**src/rtl/ex_muldiv_pkg.sv**
```systemverilog
// rtl/ex_muldiv_pkg.sv - shared EX-stage encodings: RV32M ops, mul/div FSM states, MEM opcodes
package ex_muldiv_pkg;

   typedef enum logic [2:0] {
      MULDIV_MUL    = 3'd0,
      MULDIV_MULH   = 3'd1,
      MULDIV_MULHSU = 3'd2,
      MULDIV_MULHU  = 3'd3,
      MULDIV_DIV    = 3'd4,
      MULDIV_DIVU   = 3'd5,
      MULDIV_REM    = 3'd6,
      MULDIV_REMU   = 3'd7
   } muldiv_op_e;

   typedef enum logic [1:0] {
      MULDIV_ST_IDLE = 2'd0,
      MULDIV_ST_MUL  = 2'd1,
      MULDIV_ST_DIV  = 2'd2,
      MULDIV_ST_DONE = 2'd3
   } muldiv_state_e;

   typedef enum logic [2:0] {
      MEM_LB  = 3'd0,
      MEM_LH  = 3'd1,
      MEM_LW  = 3'd2,
      MEM_LBU = 3'd4,
      MEM_LHU = 3'd5
   } mem_load_e;

   typedef enum logic [1:0] {
      MEM_SB = 2'd0,
      MEM_SH = 2'd1,
      MEM_SW = 2'd2
   } mem_store_e;

   localparam int MULDIV_STEPS = 32;

   function automatic logic [31:0] muldiv_mag(input logic [31:0] v, input logic neg);
      return neg ? (~v + 32'd1) : v;
   endfunction

endpackage

```
**src/rtl/ex_muldiv.sv**
```systemverilog
// rtl/ex_muldiv.sv - iterative RV32M multiply/divide unit with a shared 64-bit accumulator
module ex_muldiv
   import ex_muldiv_pkg::*;
#(
   parameter int DATA_WIDTH = 32
) (
   input  logic                  clk,
   input  logic                  rst_n,
   input  logic                  flush_i,
   input  logic                  valid_i,
   input  logic [2:0]            op_i,
   input  logic [DATA_WIDTH-1:0] rs1_i,
   input  logic [DATA_WIDTH-1:0] rs2_i,
   input  logic [4:0]            rd_add_i,
   output logic                  busy_o,
   output logic                  done_o,
   output logic [DATA_WIDTH-1:0] result_o,
   output logic [4:0]            rd_add_o
);

   localparam int W = DATA_WIDTH;

   muldiv_state_e  state_q, state_d;
   logic [5:0]     cnt_q, cnt_d;
   logic [2*W-1:0] acc_q, acc_d;
   logic [W-1:0]   b_q, b_d;
   muldiv_op_e     op_q, op_d;
   logic           sign1_q, sign1_d;
   logic           sign2_q, sign2_d;
   logic [4:0]     rd_q, rd_d;
   logic [W-1:0]   result_q, result_d;
   logic [4:0]     rd_out_q, rd_out_d;

   muldiv_op_e     op_in;
   logic           a_signed, b_signed, in_s1, in_s2;
   logic           div_zero, div_ovf;
   logic [W:0]     mul_sum;
   logic [2*W-1:0] mul_next;
   logic [W:0]     div_sh, div_diff;
   logic           div_qbit;
   logic [2*W-1:0] div_next;

   // Product is negated as a whole; quotient and remainder carry independent signs.
   function automatic logic [W-1:0] fixup(input muldiv_op_e op, input logic s1,
                                          input logic s2, input logic [2*W-1:0] f);
      logic [2*W-1:0] prod;
      logic [W-1:0]   quo, rem;
      prod = (s1 ^ s2) ? (~f + (2*W)'(1)) : f;
      quo  = (s1 ^ s2) ? (~f[W-1:0] + W'(1)) : f[W-1:0];
      rem  = s1 ? (~f[2*W-1:W] + W'(1)) : f[2*W-1:W];
      case (op)
         MULDIV_MUL:               return prod[W-1:0];
         MULDIV_MULH, MULDIV_MULHSU,
         MULDIV_MULHU:             return prod[2*W-1:W];
         MULDIV_DIV, MULDIV_DIVU:  return quo;
         default:                  return rem;
      endcase
   endfunction

   always_comb begin
      op_in    = muldiv_op_e'(op_i);
      a_signed = op_in inside {MULDIV_MULH, MULDIV_MULHSU, MULDIV_DIV, MULDIV_REM};
      b_signed = op_in inside {MULDIV_MULH, MULDIV_DIV, MULDIV_REM};
      in_s1    = a_signed & rs1_i[W-1];
      in_s2    = b_signed & rs2_i[W-1];
      div_zero = op_i[2] && (rs2_i == '0);
      div_ovf  = op_i[2] && !op_i[0] && (rs1_i == {1'b1, {(W-1){1'b0}}}) && (rs2_i == '1);
   end

   // One shift-add step: upper half accumulates, multiplier bits shift out the bottom.
   assign mul_sum  = {1'b0, acc_q[2*W-1:W]} + (acc_q[0] ? {1'b0, b_q} : '0);
   assign mul_next = {mul_sum, acc_q[W-1:1]};

   // One restoring step: shifted remainder minus divisor; borrow means restore.
   assign div_sh   = acc_q[2*W-1:W-1];
   assign div_diff = div_sh - {1'b0, b_q};
   assign div_qbit = ~div_diff[W];
   assign div_next = {(div_qbit ? div_diff[W-1:0] : div_sh[W-1:0]), acc_q[W-2:0], div_qbit};

   always_comb begin
      state_d  = state_q;
      cnt_d    = cnt_q;
      acc_d    = acc_q;
      b_d      = b_q;
      op_d     = op_q;
      sign1_d  = sign1_q;
      sign2_d  = sign2_q;
      rd_d     = rd_q;
      result_d = result_q;
      rd_out_d = rd_out_q;

      case (state_q)
         MULDIV_ST_IDLE: begin
            if (valid_i) begin
               op_d    = op_in;
               rd_d    = rd_add_i;
               sign1_d = in_s1;
               sign2_d = in_s2;
               acc_d   = {{W{1'b0}}, muldiv_mag(rs1_i, in_s1)};
               b_d     = muldiv_mag(rs2_i, in_s2);
               cnt_d   = '0;
               if (div_zero) begin
                  result_d = op_i[1] ? rs1_i : '1;
                  rd_out_d = rd_add_i;
                  state_d  = MULDIV_ST_DONE;
               end else if (div_ovf) begin
                  result_d = op_i[1] ? '0 : {1'b1, {(W-1){1'b0}}};
                  rd_out_d = rd_add_i;
                  state_d  = MULDIV_ST_DONE;
               end else begin
                  state_d = op_i[2] ? MULDIV_ST_DIV : MULDIV_ST_MUL;
               end
            end
         end
         MULDIV_ST_MUL: begin
            acc_d = mul_next;
            cnt_d = cnt_q + 6'd1;
            if (cnt_q == 6'(MULDIV_STEPS - 1)) begin
               cnt_d    = '0;
               result_d = fixup(op_q, sign1_q, sign2_q, mul_next);
               rd_out_d = rd_q;
               state_d  = MULDIV_ST_DONE;
            end
         end
         MULDIV_ST_DIV: begin
            acc_d = div_next;
            cnt_d = cnt_q + 6'd1;
            if (cnt_q == 6'(MULDIV_STEPS - 1)) begin
               cnt_d    = '0;
               result_d = fixup(op_q, sign1_q, sign2_q, div_next);
               rd_out_d = rd_q;
               state_d  = MULDIV_ST_DONE;
            end
         end
         default: state_d = MULDIV_ST_IDLE;
      endcase

      // Squash wins over everything, including a same-cycle request or completion.
      if (flush_i) begin
         state_d  = MULDIV_ST_IDLE;
         cnt_d    = '0;
         acc_d    = acc_q;
         b_d      = b_q;
         op_d     = op_q;
         sign1_d  = sign1_q;
         sign2_d  = sign2_q;
         rd_d     = rd_q;
         result_d = result_q;
         rd_out_d = rd_out_q;
      end
   end

   always_ff @(posedge clk or negedge rst_n) begin
      if (!rst_n) begin
         state_q  <= MULDIV_ST_IDLE;
         cnt_q    <= '0;
         acc_q    <= '0;
         b_q      <= '0;
         op_q     <= MULDIV_MUL;
         sign1_q  <= 1'b0;
         sign2_q  <= 1'b0;
         rd_q     <= '0;
         result_q <= '0;
         rd_out_q <= '0;
      end else begin
         state_q  <= state_d;
         cnt_q    <= cnt_d;
         acc_q    <= acc_d;
         b_q      <= b_d;
         op_q     <= op_d;
         sign1_q  <= sign1_d;
         sign2_q  <= sign2_d;
         rd_q     <= rd_d;
         result_q <= result_d;
         rd_out_q <= rd_out_d;
      end
   end

   assign busy_o   = (state_q == MULDIV_ST_MUL) || (state_q == MULDIV_ST_DIV);
   assign done_o   = (state_q == MULDIV_ST_DONE);
   assign result_o = result_q;
   assign rd_add_o = rd_out_q;

endmodule

```
**config.mk**
```make
export PLATFORM = sky130hd
export DESIGN_NAME = ex_muldiv
export DESIGN_NICKNAME = d
export VERILOG_FILES = /design/src/rtl/ex_muldiv_pkg.sv /design/src/rtl/ex_muldiv.sv
export SDC_FILE = /design/constraint.sdc
export NUM_CORES = 1
export LEC_CHECK = 0
export ABC_AREA = 1
export CORE_MARGIN = 2
export CORE_UTILIZATION = 45
export DETAILED_ROUTE_END_ITERATION = 8
export PLACE_DENSITY = 0.64
export SLEW_MARGIN = 20
export SYNTH_ARGS = -nofsm -noshare
export SYNTH_HDL_FRONTEND = slang
export SYNTH_SLANG_ARGS = --single-unit
```
**constraint.sdc**
```tcl
create_clock -name clk -period 5.2 [get_ports clk]
set_input_delay 0.78 -clock clk [delete_from_list [all_inputs] [get_ports clk]]
set_output_delay 0.78 -clock clk [all_outputs]
set_load 0.02 [all_outputs]
```
After elaboration in Yosys (flattened, before gate mapping)
Cells that the tools add are included.
- memory bits (writable): 0
- register bits: 151
- ROM bits: 0
- output and inout port bits: 39
- bits in latches: 0
- logic and storage cells: 117
- memories: 0
- $lt $le $gt $ge: 0
- equal/unequal tests: 22
- $add $sub $neg: 11
- divide/modulo/power cells: 0
- shift operators: 0
- reduce and logical (&&, ||, !) cells: 23
- mux-type cells: 38
- bitwise logic cells: 13
- $mul: 0
- operators by type and width (operator ; number):
    $mux 32 ; 15
    $pmux 32 s3 ; 3
    $add 32x1->32 const B ; 6
    $mux 64 ; 3
    $not 32->32 ; 6
    $pmux 64 s3 ; 1
    $add 64x1->64 const B ; 2
    $not 64->64 ; 2
    $eq 32x32->1 const B ; 2
    $add 32x32->33 ; 1
    $sub 33x32->33 ; 1
    $logic_not 32->1 ; 1
    $mux 5 ; 4
    $mux 6 ; 3
    $eq 3x3->1 const B ; 4
    $mux 2 ; 6
    $pmux 6 s2 ; 1
    $pmux 5 s2 ; 1
    $eq 3x2->1 const B ; 3
    $reduce_bool 3->1 ; 3
    $add 6x1->6 const B ; 1
    $eq 3x1->1 const B ; 2
    $eq 6x5->1 const B ; 1
    $ne 2x2->1 const B ; 3
    22 further kinds ; 32

Longest topological paths before layout
- word-level depth: 9
- gate-level depth with buffers: 33

Least setup slack after synthesis
Ideal clock, no wire load.
- path type: reg-to-reg
- from: register acc_q[31]
- to: register result_q[10] (netlist: result_o[10])
- cell stages (with the launch flop): 30
- data arrival time: 3.838 ns
- setup time: 0.117 ns
- clock period less this slack: 3.955 ns
- data required time: 5.083 ns
- path slack: 1.245 ns
- path through: dfrtp_1 -> inv_1 -> ha_1 -> fa_1 -> inv_1 -> nand3_1 -> nand2_2 -> nand2_1 -> nand2_1 -> nand2_2 -> nand2_2 -> nand2_4 -> nand3_4 -> nand2_8 -> buf_12 -> o21ai_4 -> ha_1 -> inv_1 -> nor4_1 -> inv_1 -> nor2_1 -> nand2_1 -> nand2_1 -> nor2_1 -> o21ai_1 -> o21ai_0 -> nand3_1 -> nand2_1 -> nand2_1 -> nand2_1
- cells in the longest elaborated chain, start to end: 8
- elaborated cells between the ends (all ways): 20
- ends and longest elaborated chain (what ; line ; text):
    start, declared ; ex_muldiv.sv:25 ; logic [2*W-1:0] acc_q, acc_d;
    start signal, assigned ; ex_muldiv.sv:157 ; acc_q <= '0;
    start signal, assigned ; ex_muldiv.sv:168 ; acc_q <= acc_d;
    $sub 33x32->33 ; ex_muldiv.sv:76 ; assign div_diff = div_sh - {1'b0, b_q};
    $mux 32 or $not 1->1 (tied branches) ; ex_muldiv.sv:78, ex_muldiv.sv:77 ;
    $not 64->64, or another cell as far along ; ex_muldiv.sv:48 ; prod = (s1 ^ s2) ? (~f + (2*W)'(1)) : f;
    $add 64x1->64, or another cell as far along ; ex_muldiv.sv:48 ;
    $mux 64, or another cell as far along ; ex_muldiv.sv:48 ;
    $pmux 32 s3 ; ex_muldiv.sv:51 ; case (op)
    $mux 32 ; ex_muldiv.sv:128 ; if (cnt_q == 6'(MULDIV_STEPS - 1)) begin
    $pmux 32 s3 (*) ; ex_muldiv.sv:92 ; case (state_q)
    end signal, assigned ; ex_muldiv.sv:174 ; result_q <= result_d;
    end, declared ; ex_muldiv.sv:31 ; logic [W-1:0] result_q, result_d;
Mark *: on every way between the ends. The rest lies on a longest branch, timed or not. The select of a mux whose other input is x is not followed.
A chain may end at the register's enable or synchronous reset.

Worst setup path in the final report
- from: register acc_q[31]
- to: register result_q[11] (netlist: result_o[11])
The elaborated chain is that of the path after synthesis.

==> reports/qor.yml <==
status: "finished, final reports clean"
power_density_nw_per_um2: 688
grt_pass1_vias: 23800
seqPwrFrac_pct: 13.9
hold_viol_final: 0
p_clk_share_pct: 8.1
placementRows: 78
critPathMaxFanout: 20
slew_violations: 0
ys_seq_area_share_pct: 18.1
grt_pass1_wl_mm: 151
cts_root_buffer: "clkbuf_16"
clock_latency_ns: 0.52
core_um2: 45600
routed_wl_mm: 103
cts_tree: "built"
critPathMostFrequentCell: "nand2_1"
wire_per_inst_um: 23.1
synth_cells: 3773
final_cell_mix: "1245 x nand2_1, 485 x inv_1, 384 x nor2_1"
cts_buffers: 17
die-width_um: 219
fin_crit_sh_pct: 93.2
synth-simple-area-share_pct: 43.3
postCtsResizedCells: 0
maxCapViolCount: 0
synthAdderAreaFrac_pct: 4.75
synth-async-reset-ratio_pct: 100
finalSetupViolations: 0
ir_worst_vdd_uv: 472
worstPathArrival_ns: 5.24
synth_area_per_cell_um2: 5.53
drive_gt1_share_pct: 4.94
synth_compound_area_share_pct: 18.0
hp-class: "in2async"
remaining_drc_errors: 0
crit_path_end_kind: "register"
grt_usage_pct: 42.6
antenna_found_initial: 5
cts_max_level: 4
finalSetupTns_ns: 0
die_area_um2: 48100
yosys.area_share.xor_xnor_pct: 4.15
post-dp-hpwl_mm: 82.5
internal_power_mw: 5.78
place_congestion: 1.06
clk_pin_slew_ns: 0.08
grt-ovfl-total: 0
layout.cells.non_filler: 4451
die_h_um: 219
rsz0062_at_grt: "no"
io_buffer_count: 114
first_pass_iters: 6
ff2ff_path_depth: 30
fmax_ghz: 0.206
syn_to_final_growth_pct: 11.6
worst_pin_slew_ns: 1.10
start_util_pct: 45.8
viasPerCell: 5.91
synth_edf_count: 0
ys.flop_type: "dfrtp_1"
io_pins: 115
ys_seq_elements: 151
yosysUniqueCellTypes: 63
num_vias: 26300
critical_path.max_stage_delay_ns: 0.46
postCtsHoldBufs: 0
cts.path.max_buffers: 2
cp-start-kind: "register"
max_slew_margin_pct: 26.3
syn_nets: 3927
fin_crit_ns: 4.85
pwr-share-comb_pct: 77.9
drt_iter0_markers: 3502
netSwitchingPower_mw: 10.3
clock_skew_ns: 0.0297
synthMuxAreaShare_pct: 0
switching_share_pct: 64.0
post_cts_buffers: 0
crit_path_top_delay_cell: "dfrtp_1"
nets: 3991
grt_max_degree: 84
crit_required_ns: 5.59
drt.antenna.violating_nets: 0
leakagePower_nw: 12.2
cts.sinks: 151
final_common_cell: "nand2_1"
ys.warnings.count: 0
syn_area_um2: 20900
crit_type: "reg2reg"
synth_top_family_by_area: "simple AND/OR/NAND/NOR gates"
place_inst: 4418
flip-flops by register name, indices dropped and copies added (netlist names):
| name | count |
|---|---|
| acc_q | 64 |
| b_q | 32 |
| result_o | 32 |
| cnt_q | 6 |
| rd_add_o | 5 |
| rd_q | 5 |
| op_q | 3 |
| state_q | 2 |
| sign1_q | 1 |
| sign2_q | 1 |
critical path, delay by kind of cell (launching register included):
family	cells	cell delay (ns)
AND/OR/NAND/NOR	24	2.91
flip-flops	1	0.46
buffers and inverters	4	0.69
adder cells (fa/ha/maj)	2	0.67
metrics by stage:
stage	instance area (um^2)	setup slack [ns]	total power [mW]	hold slack [ns]	util (%)
after CTS	23300	0.461	15.4	0.288	51.1
after floorplan	20900	1.25	9.72	0.449	-
after global routing	23300	0.0449	17.0	0.316	51.1
after global placement	22700	0.639	14.1	0.465	49.8
after detailed placement	22700	0.477	14.1	0.465	49.8
final	23300	0.355	16.0	0.237	51.1
per-layer routing:
| layer | wire length (um) | global-route usage [%] | vias to the layer above |
|---|---|---|---|
| li1 | - | - | 12400 |
| met1 | 43300 | 59.3 | 12000 |
| met5 | 45 | 0 | - |
| met4 | 5050 | 18.8 | 8 |
| met2 | 40200 | 58.8 | 1654 |
| met3 | 14200 | 14.4 | 270 |
logic make-up after synthesis:
logic type / count (synthesis)
flops: 151
xor+xnor: 99
buf+inv: 631
compound gates: 664
fa+ha+maj: 78
simple gates: 2150
area by class of cell:
class / count / area (um^2)
Timing Repair Buffer: 175 / 1630
Sequential cell: 151 / 3780
Fill cell: 5050 / 22300
Clock inverter: 14 / 141
Clock buffer: 18 / 439
Tap cell: 600 / 751
Multi-Input combinational cell: 2991 / 14700
Inverter: 501 / 1880
Antenna cell: 1 / 2.50
cell usage after synthesis, types with 16 or more instances:
cell type / n / share of area, %
a21oi_1: 228 / 5.5
a22oi_1: 31 / 1.1
a31oi_1: 16 / 0.48
buf_1: 17 / 0.31
clkbuf_1: 97 / 1.7
dfrtp_1: 151 / 18
ha_1: 76 / 4.6
inv_1: 488 / 8.8
nand2_1: 1246 / 22
nand2_2: 30 / 0.90
nand3_1: 310 / 7.4
nand4_1: 47 / 1.4
nor2_1: 386 / 6.9
nor3_1: 55 / 1.3
o211ai_1: 28 / 1.0
o21ai_0: 238 / 5.7
o22ai_1: 61 / 1.8
xnor2_1: 19 / 0.80
xor2_1: 80 / 3.4
power by group through the flow:
stage	Clock, mW	Combinational (mW)	Sequential (mW)
detailed placement	0	11.9	2.19
global route	1.36	13.4	2.25
floorplan	0	7.67	2.06
finish	1.31	12.5	2.23
CTS	1.32	11.9	2.18
global placement	0	11.9	2.20
path summary, 6_finish.rpt:
kind                                     end  slack (ns)         start
worst max-delay path            result_o[11]        0.35     acc_q[31]
worst min-delay path            result_o[29]        0.24         rst_n
worst max register to register  result_o[11]        0.35     acc_q[31]
worst min register to register  result_o[19]        0.48  result_o[19]
max in group asynchronous        result_o[8]        4.00         rst_n
min in group clk                result_o[19]        0.48  result_o[19]
(Power assumes the default switching activity.)
